**src/rtl/dd_pkg.sv**
```systemverilog
// -----------------------------------------------------------------------------
// dd_pkg
// Shared definitions for the DD arithmetic-unit sequencer:
//   - DW        : data width of registers and AU operands
//   - AC_*      : AU opcode constants (sequencer opcodes are AU-aligned)
//   - state_t   : sequencer FSM states
//   - is_legal  : true for opcodes the sequencer issues to the AU
// -----------------------------------------------------------------------------
package dd_pkg;

   localparam int DW = 8;

   localparam logic [3:0] AC_ADD  = 4'b1000;
   localparam logic [3:0] AC_SUB  = 4'b1001;
   localparam logic [3:0] AC_MOV  = 4'b0100;
   localparam logic [3:0] AC_LDI  = 4'b0101;
   localparam logic [3:0] AC_MOVG = 4'b1101;

   typedef enum logic [2:0] {
      IDLE   = 3'd0,
      DECODE = 3'd1,
      ISSUE  = 3'd2,
      WB     = 3'd3,
      ERR    = 3'd4
   } state_t;

   function automatic logic is_legal(input logic [3:0] op);
      return (op == AC_ADD) || (op == AC_SUB) || (op == AC_MOV) ||
             (op == AC_LDI) || (op == AC_MOVG);
   endfunction

endpackage

```
**src/rtl/dd_regfile.sv**
```systemverilog
// -----------------------------------------------------------------------------
// dd_regfile
// NREG x DW register file for the AU sequencer.
// Ports:
//   clk, rst_n         : clock, asynchronous active-low reset (clears all regs)
//   we, wsel, wdata    : synchronous write port
//   ra_sel / ra_data   : asynchronous operand read port A
//   rb_sel / rb_data   : asynchronous operand read port B
//   rd_sel / rd_data   : asynchronous debug read port
// -----------------------------------------------------------------------------
module dd_regfile #(
   parameter int DW   = 8,
   parameter int NREG = 4
) (
   input  logic          clk,
   input  logic          rst_n,
   input  logic          we,
   input  logic [1:0]    wsel,
   input  logic [DW-1:0] wdata,
   input  logic [1:0]    ra_sel,
   output logic [DW-1:0] ra_data,
   input  logic [1:0]    rb_sel,
   output logic [DW-1:0] rb_data,
   input  logic [1:0]    rd_sel,
   output logic [DW-1:0] rd_data
);

   logic [DW-1:0] mem_reg [NREG];

   // Every register must clear on reset, so each entry is its own flop bank
   // rather than an inferred RAM.
   generate
      for (genvar gi = 0; gi < NREG; gi++) begin : g_reg
         always_ff @(posedge clk or negedge rst_n) begin
            if (!rst_n) begin
               mem_reg[gi] <= '0;
            end else if (we && (wsel == 2'(gi))) begin
               mem_reg[gi] <= wdata;
            end
         end
      end
   endgenerate

   assign ra_data = mem_reg[ra_sel];
   assign rb_data = mem_reg[rb_sel];
   assign rd_data = mem_reg[rd_sel];

endmodule

```
**src/rtl/dd_au_seq.sv**
```systemverilog
// -----------------------------------------------------------------------------
// dd_au_seq
// Non-pipelined execution sequencer driving the DD arithmetic unit (AU).
// Each accepted 12-bit instruction walks IDLE -> DECODE -> ISSUE -> WB
// (or IDLE -> DECODE -> ERR for an illegal opcode): 4 cycles per instruction.
// Ports:
//   clk, rst_n              : clock, asynchronous active-low reset
//   in_valid/in_ready       : instruction handshake (ready only in IDLE)
//   in_instr[11:0]          : [11:8] op, [7:6] dst, [5:4] srcA, [3:2] srcB;
//                             LDI uses [5:0] as a zero-extended immediate
//   au_en, au_ac, au_a, au_b: AU command, all zero outside ISSUE
//   au_t, au_gf             : combinational AU result and greater flag
//   done                    : one-cycle retire pulse (WB)
//   err                     : one-cycle illegal-opcode pulse
//   g_flag                  : compare flag stored by SUB, consumed by MOVG
//   rd_sel / rd_data        : asynchronous register read port
//   retired[15:0]           : retire counter, present only when the macro
//                             DD_AU_SEQ_PERF_EN is defined
// -----------------------------------------------------------------------------
module dd_au_seq
   import dd_pkg::*;
#(
   parameter int DW   = dd_pkg::DW,
   parameter int NREG = 4
) (
   input  logic          clk,
   input  logic          rst_n,
   input  logic          in_valid,
   output logic          in_ready,
   input  logic [11:0]   in_instr,
   output logic          au_en,
   output logic [3:0]    au_ac,
   output logic [DW-1:0] au_a,
   output logic [DW-1:0] au_b,
   input  logic [DW-1:0] au_t,
   input  logic          au_gf,
   output logic          done,
   output logic          err,
   output logic          g_flag,
   input  logic [1:0]    rd_sel,
   output logic [DW-1:0] rd_data
`ifdef DD_AU_SEQ_PERF_EN
   ,
   output logic [15:0]   retired
`endif
);

   state_t        state_reg, state_next;
   logic [11:0]   instr_reg;
   logic [DW-1:0] opa_reg, opb_reg;
   logic [DW-1:0] res_reg;
   logic          gf_reg;
   logic          g_flag_reg;

   logic [3:0]    op;
   logic [1:0]    dst_sel, sa_sel, sb_sel;
   logic [DW-1:0] ra_data, rb_data;
   logic          rf_we;

   assign op      = instr_reg[11:8];
   assign dst_sel = instr_reg[7:6];
   assign sa_sel  = instr_reg[5:4];
   assign sb_sel  = instr_reg[3:2];

   // MOVG retires either way; it only writes when the stored flag is set.
   assign rf_we = (state_reg == WB) && ((op != AC_MOVG) || g_flag_reg);

   dd_regfile #(
      .DW   (DW),
      .NREG (NREG)
   ) u_regfile (
      .clk     (clk),
      .rst_n   (rst_n),
      .we      (rf_we),
      .wsel    (dst_sel),
      .wdata   (res_reg),
      .ra_sel  (sa_sel),
      .ra_data (ra_data),
      .rb_sel  (sb_sel),
      .rb_data (rb_data),
      .rd_sel  (rd_sel),
      .rd_data (rd_data)
   );

   always_comb begin
      state_next = state_reg;
      case (state_reg)
         IDLE:    if (in_valid) state_next = DECODE;
         DECODE:  state_next = is_legal(op) ? ISSUE : ERR;
         ISSUE:   state_next = WB;
         WB:      state_next = IDLE;
         ERR:     state_next = IDLE;
         default: state_next = IDLE;
      endcase
   end

   always_ff @(posedge clk or negedge rst_n) begin
      if (!rst_n) begin
         state_reg  <= IDLE;
         instr_reg  <= '0;
         opa_reg    <= '0;
         opb_reg    <= '0;
         res_reg    <= '0;
         gf_reg     <= 1'b0;
         g_flag_reg <= 1'b0;
      end else begin
         state_reg <= state_next;
         case (state_reg)
            IDLE: begin
               if (in_valid) instr_reg <= in_instr;
            end
            DECODE: begin
               // LDI routes its immediate through the AU on operand a.
               if (op == AC_LDI) begin
                  opa_reg <= {{(DW-6){1'b0}}, instr_reg[5:0]};
                  opb_reg <= '0;
               end else begin
                  opa_reg <= ra_data;
                  opb_reg <= rb_data;
               end
            end
            ISSUE: begin
               res_reg <= au_t;
               gf_reg  <= au_gf;
            end
            WB: begin
               if (op == AC_SUB) g_flag_reg <= gf_reg;
            end
            default: ;
         endcase
      end
   end

   // Outputs decode straight from state so an asynchronous reset returns
   // them to their idle values without waiting for a clock.
   assign in_ready = (state_reg == IDLE);
   assign au_en    = (state_reg == ISSUE);
   assign au_ac    = au_en ? op : 4'b0000;
   assign au_a     = au_en ? opa_reg : '0;
   assign au_b     = au_en ? opb_reg : '0;
   assign done     = (state_reg == WB);
   assign err      = (state_reg == ERR);
   assign g_flag   = g_flag_reg;

`ifdef DD_AU_SEQ_PERF_EN
   logic [15:0] retired_reg;

   always_ff @(posedge clk or negedge rst_n) begin
      if (!rst_n) begin
         retired_reg <= '0;
      end else if (state_reg == WB) begin
         retired_reg <= retired_reg + 16'd1;
      end
   end

   assign retired = retired_reg;
`endif

endmodule

```
**config.mk**
```make
export PLATFORM = sky130hd
export DESIGN_NAME = dd_au_seq
export DESIGN_NICKNAME = d
export VERILOG_FILES = /design/src/rtl/dd_pkg.sv /design/src/rtl/dd_regfile.sv /design/src/rtl/dd_au_seq.sv
export SDC_FILE = /design/constraint.sdc
export NUM_CORES = 1
export LEC_CHECK = 0
export ABC_AREA = 1
export ABC_CLOCK_PERIOD_IN_PS = 1540
export BUFFER_PORTS_ARGS = -buffer_cell sky130_fd_sc_hd__buf_2
export CAP_MARGIN = 5
export CORE_MARGIN = 4
export CORE_UTILIZATION = 45
export CTS_BUF_LIST = sky130_fd_sc_hd__clkbuf_2 sky130_fd_sc_hd__clkbuf_4 sky130_fd_sc_hd__clkbuf_8
export CTS_CLUSTER_DIAMETER = 80
export DETAILED_ROUTE_END_ITERATION = 10
export GPL_TIMING_DRIVEN = 1
export HOLD_SLACK_MARGIN = 0.12
export PLACE_DENSITY = 0.76
export SETUP_SLACK_MARGIN = 0.4
export SLEW_MARGIN = 0
export SYNTH_ARGS = -nofsm -noshare
export SYNTH_HDL_FRONTEND = slang
export SYNTH_SLANG_ARGS = --single-unit
```
**constraint.sdc**
```tcl
create_clock -name clk -period 1.54 [get_ports clk]
set_input_delay 0.077 -clock clk [delete_from_list [all_inputs] [get_ports clk]]
set_output_delay 0.077 -clock clk [all_outputs]
set_load 0.02 [all_outputs]
```
==> run metrics <==
status complete, but fails checks; failing checks setup timing; DR vias/cell 6.117; drt wl/cell around 21 microns; fin nets 726; clock-pin slew on the worst setup and hold paths 100 ps; Worst Hold Path EP instr_reg[5]; number of flip-flops in the largest register 32; pwr/cell area 1891 nW/um^2; # diodes 0; Layout area overhead 64.83%; CTS H-tree depth 3; CP Launch Type register; Worst Setup End Kind register; synthesized area per cell 7.154 sq um; grt total ovfl 0; Cell variety after synth 18; Detailed Routing Iterations Pass 1 7; DR iter-0 viols 864; overall via count from detail_route 4,955; Min-Delay Path Class input port to register; Hold Startpoint in_valid; Port Buffers 58; Reg power frac 28.7%; Lkg Pwr 3.041 nW; die width 101.1 microns; Final setup violation count 44; placed cell area between 4000 and 5000 sq um; NetSw 0.005753 W; r2r worst-path depth 8; max-slew headroom at the worst pin around 66%; die footprint 10,220 sq um; most used cell, CP nand2_2; largest net degree at the start of global routing 74; vias in the first global route 4,519; Mapped Area 3899 sq um; Final Cell Area roughly 6400 sq um; gpl congestion 0.8546; Worst path max stage delay 440 ps; RSZ-0062 raised after global routing yes; global-route wire length before repair 22.98 mm; P_int ~0.0064 W; Slew Viols, Final 0; Setup Crit Path Kind register to register; site row count 33; max-cap viol count 0; post-place setup slack 89.27 ps; Tcrit/Tclk final 109.0%; CP cell instances buf_4 > nand2_2 > nor2_4 > buf_12 > buf_8 > nand3_4 > nand2_2 > nand2_1; commonest non-fill, non-tap cells in the layout nand2_1 (138), dfrtp_1 (69), buf_4 (66), inv_1 (42), nand2_2 (41); Setup Skew 23.68 ps; max frequency between 500 and 600 MHz; root buf cell clkbuf_8; TritonCTS buffer count 9; CP required 1760 ps; clock share of power 16.5%; core box area 8341 sq um; reg2reg start state_reg[0]; Final Hold Fails 0; CP Max Fanout 8; Critical Path AT approximately 1900 ps; Tightest Pin Transition 507.2 ps; CTS Buffer Depth 2; most common library cell in the layout ignoring fill and taps nand2_1; later-pin clock latency in the skew report approximately 380 ps; Tot GR Track Use between 20 and 30%; yosys warns 0; synthesized net count roughly 570; initial core utilization 46.74%; power share of the combinational group a little over half; TritonCTS clock tree done; drt drc 0; Critical R2R Capture u_regfile.mem_reg[2]; count of clock tree sinks 73; layout cells sized above 1 44.11%; Hold Crit Depth 3; DP HPWL approximately 7.3 mm; slowest CP cell dfrtp_2; routed wire length 17.18 mm; sw frac 47.34%; Reg2Reg Setup Slack -140 ps; post-route ant nets 0; Worst VDD drop 0.001175 V; flop and latch count out of synthesis 73; Seq/Total Area, Yosys 46.85%; Synth Instances 545; Period minus WS final 1678 ps; io pins 59; post-route setup slack -138.2 ps; chip height about 100 microns; antenna violations before repair 1
==> Yosys cell counts <==
library cell	n	share of area, %
o22ai_1	2	0.32
clkinv_1	4	0.38
nor2_1	50	4.8
nand3_2	4	1.0
clkbuf_1	13	1.3
nor2_2	4	0.64
dfrtp_1	73	47
o21ai_0	47	6.0
nor3_1	2	0.26
buf_4	4	0.77
buf_2	8	1.0
nand4_1	33	5.3
inv_1	54	5.2
nand3b_2	1	0.29
nand3_1	23	3.0
a21oi_1	36	4.6
a21oi_2	2	0.45
nand2_1	185	18
==> how the worst max path moves through the flow <==
stage / start / to / slack, ps / depth (start not counted)
floorplan: state_reg[0] / instr_reg[5] / 260 / 5
global placement: state_reg[1] / u_regfile.mem_reg[8] / 170 / 6
detailed placement: state_reg[1] / u_regfile.mem_reg[13] / 90 / 6
CTS: state_reg[0] / au_a[7] / 7 / 5
global route: state_reg[0] / u_regfile.mem_reg[2] / -160 / 8
finish: state_reg[0] / u_regfile.mem_reg[2] / -140 / 8
==> power by group through the flow <==
stage / clock network (W) / logic [W] / registers (W)
after detailed placement: 0 / 0.00365 / 0.00335
after global routing: 0.00207 / 0.00705 / 0.00354
final: 0.00201 / 0.00665 / 0.00349
after floorplan: 0 / 0.00291 / 0.00309
after global placement: 0 / 0.00355 / 0.00331
after CTS: 0.00191 / 0.00517 / 0.00329
==> kinds of logic after synthesis <==
logic type             Yosys count  synth area share, %
AOI/OAI and AO/OA               87                11.42
DFF                             73                46.85
and+or+nand+nor                302                33.09
buffers and inverters           83                8.633
==> worst max-delay path: cells and delay by family (launching register included) <==
family        cells  cell delay (ps)
buf+inv           3              420
flops             1              440
simple gates      5              650
==> timing repair <==
| action | CTS | global route |
|---|---|---|
| resized for setup | 158 | 102 |
| gates cloned | 7 | 1 |
| hold buffers | 22 | 0 |
| pin swaps | 18 | 23 |
| buffers inserted | 42 | 25 |
| endpoints found under the setup margin | 103 | 104 |
| hold endpoints to repair | 94 | 0 |
==> final cells by class <==
type | count | area (sq um)
inverter | 58 | 236.5
clock inverter | 6 | 115.1
sequential | 73 | 1832
tap | 105 | 131.4
multi-input combinational | 392 | 2440
clock buffer | 10 | 137.6
timing repair inverter | 1 | 7.507
fill | 502 | 1914
timing repair buffer | 165 | 1526
==> layer usage <==
metal | global-route usage (%) | share of wire, %
met5 | 0 | 0.076
met4 | 15.13 | 9.3
met3 | 6.920 | 12
met2 | 48.34 | 46
met1 | 34.65 | 32
==> through the flow <==
| step | cells | hold WS [ps] | setup TNS, ps | total power, W | utilization, % |
|---|---|---|---|---|---|
| floorplan | 545 | -218.6 | 0 | 0.005996 | - |
| global placement | 697 | 131.0 | 0 | 0.006856 | 54.17 |
| detailed placement | 697 | 133.8 | 0 | 0.007006 | 54.17 |
| CTS | 784 | 130.1 | 0 | 0.01037 | 70.78 |
| global route | 810 | 228.3 | -3037 | 0.01266 | 77.05 |
| finish | 810 | 231.0 | -1697 | 0.01215 | 77.05 |
No activity file was read; power rests on OpenSTA's default activity.
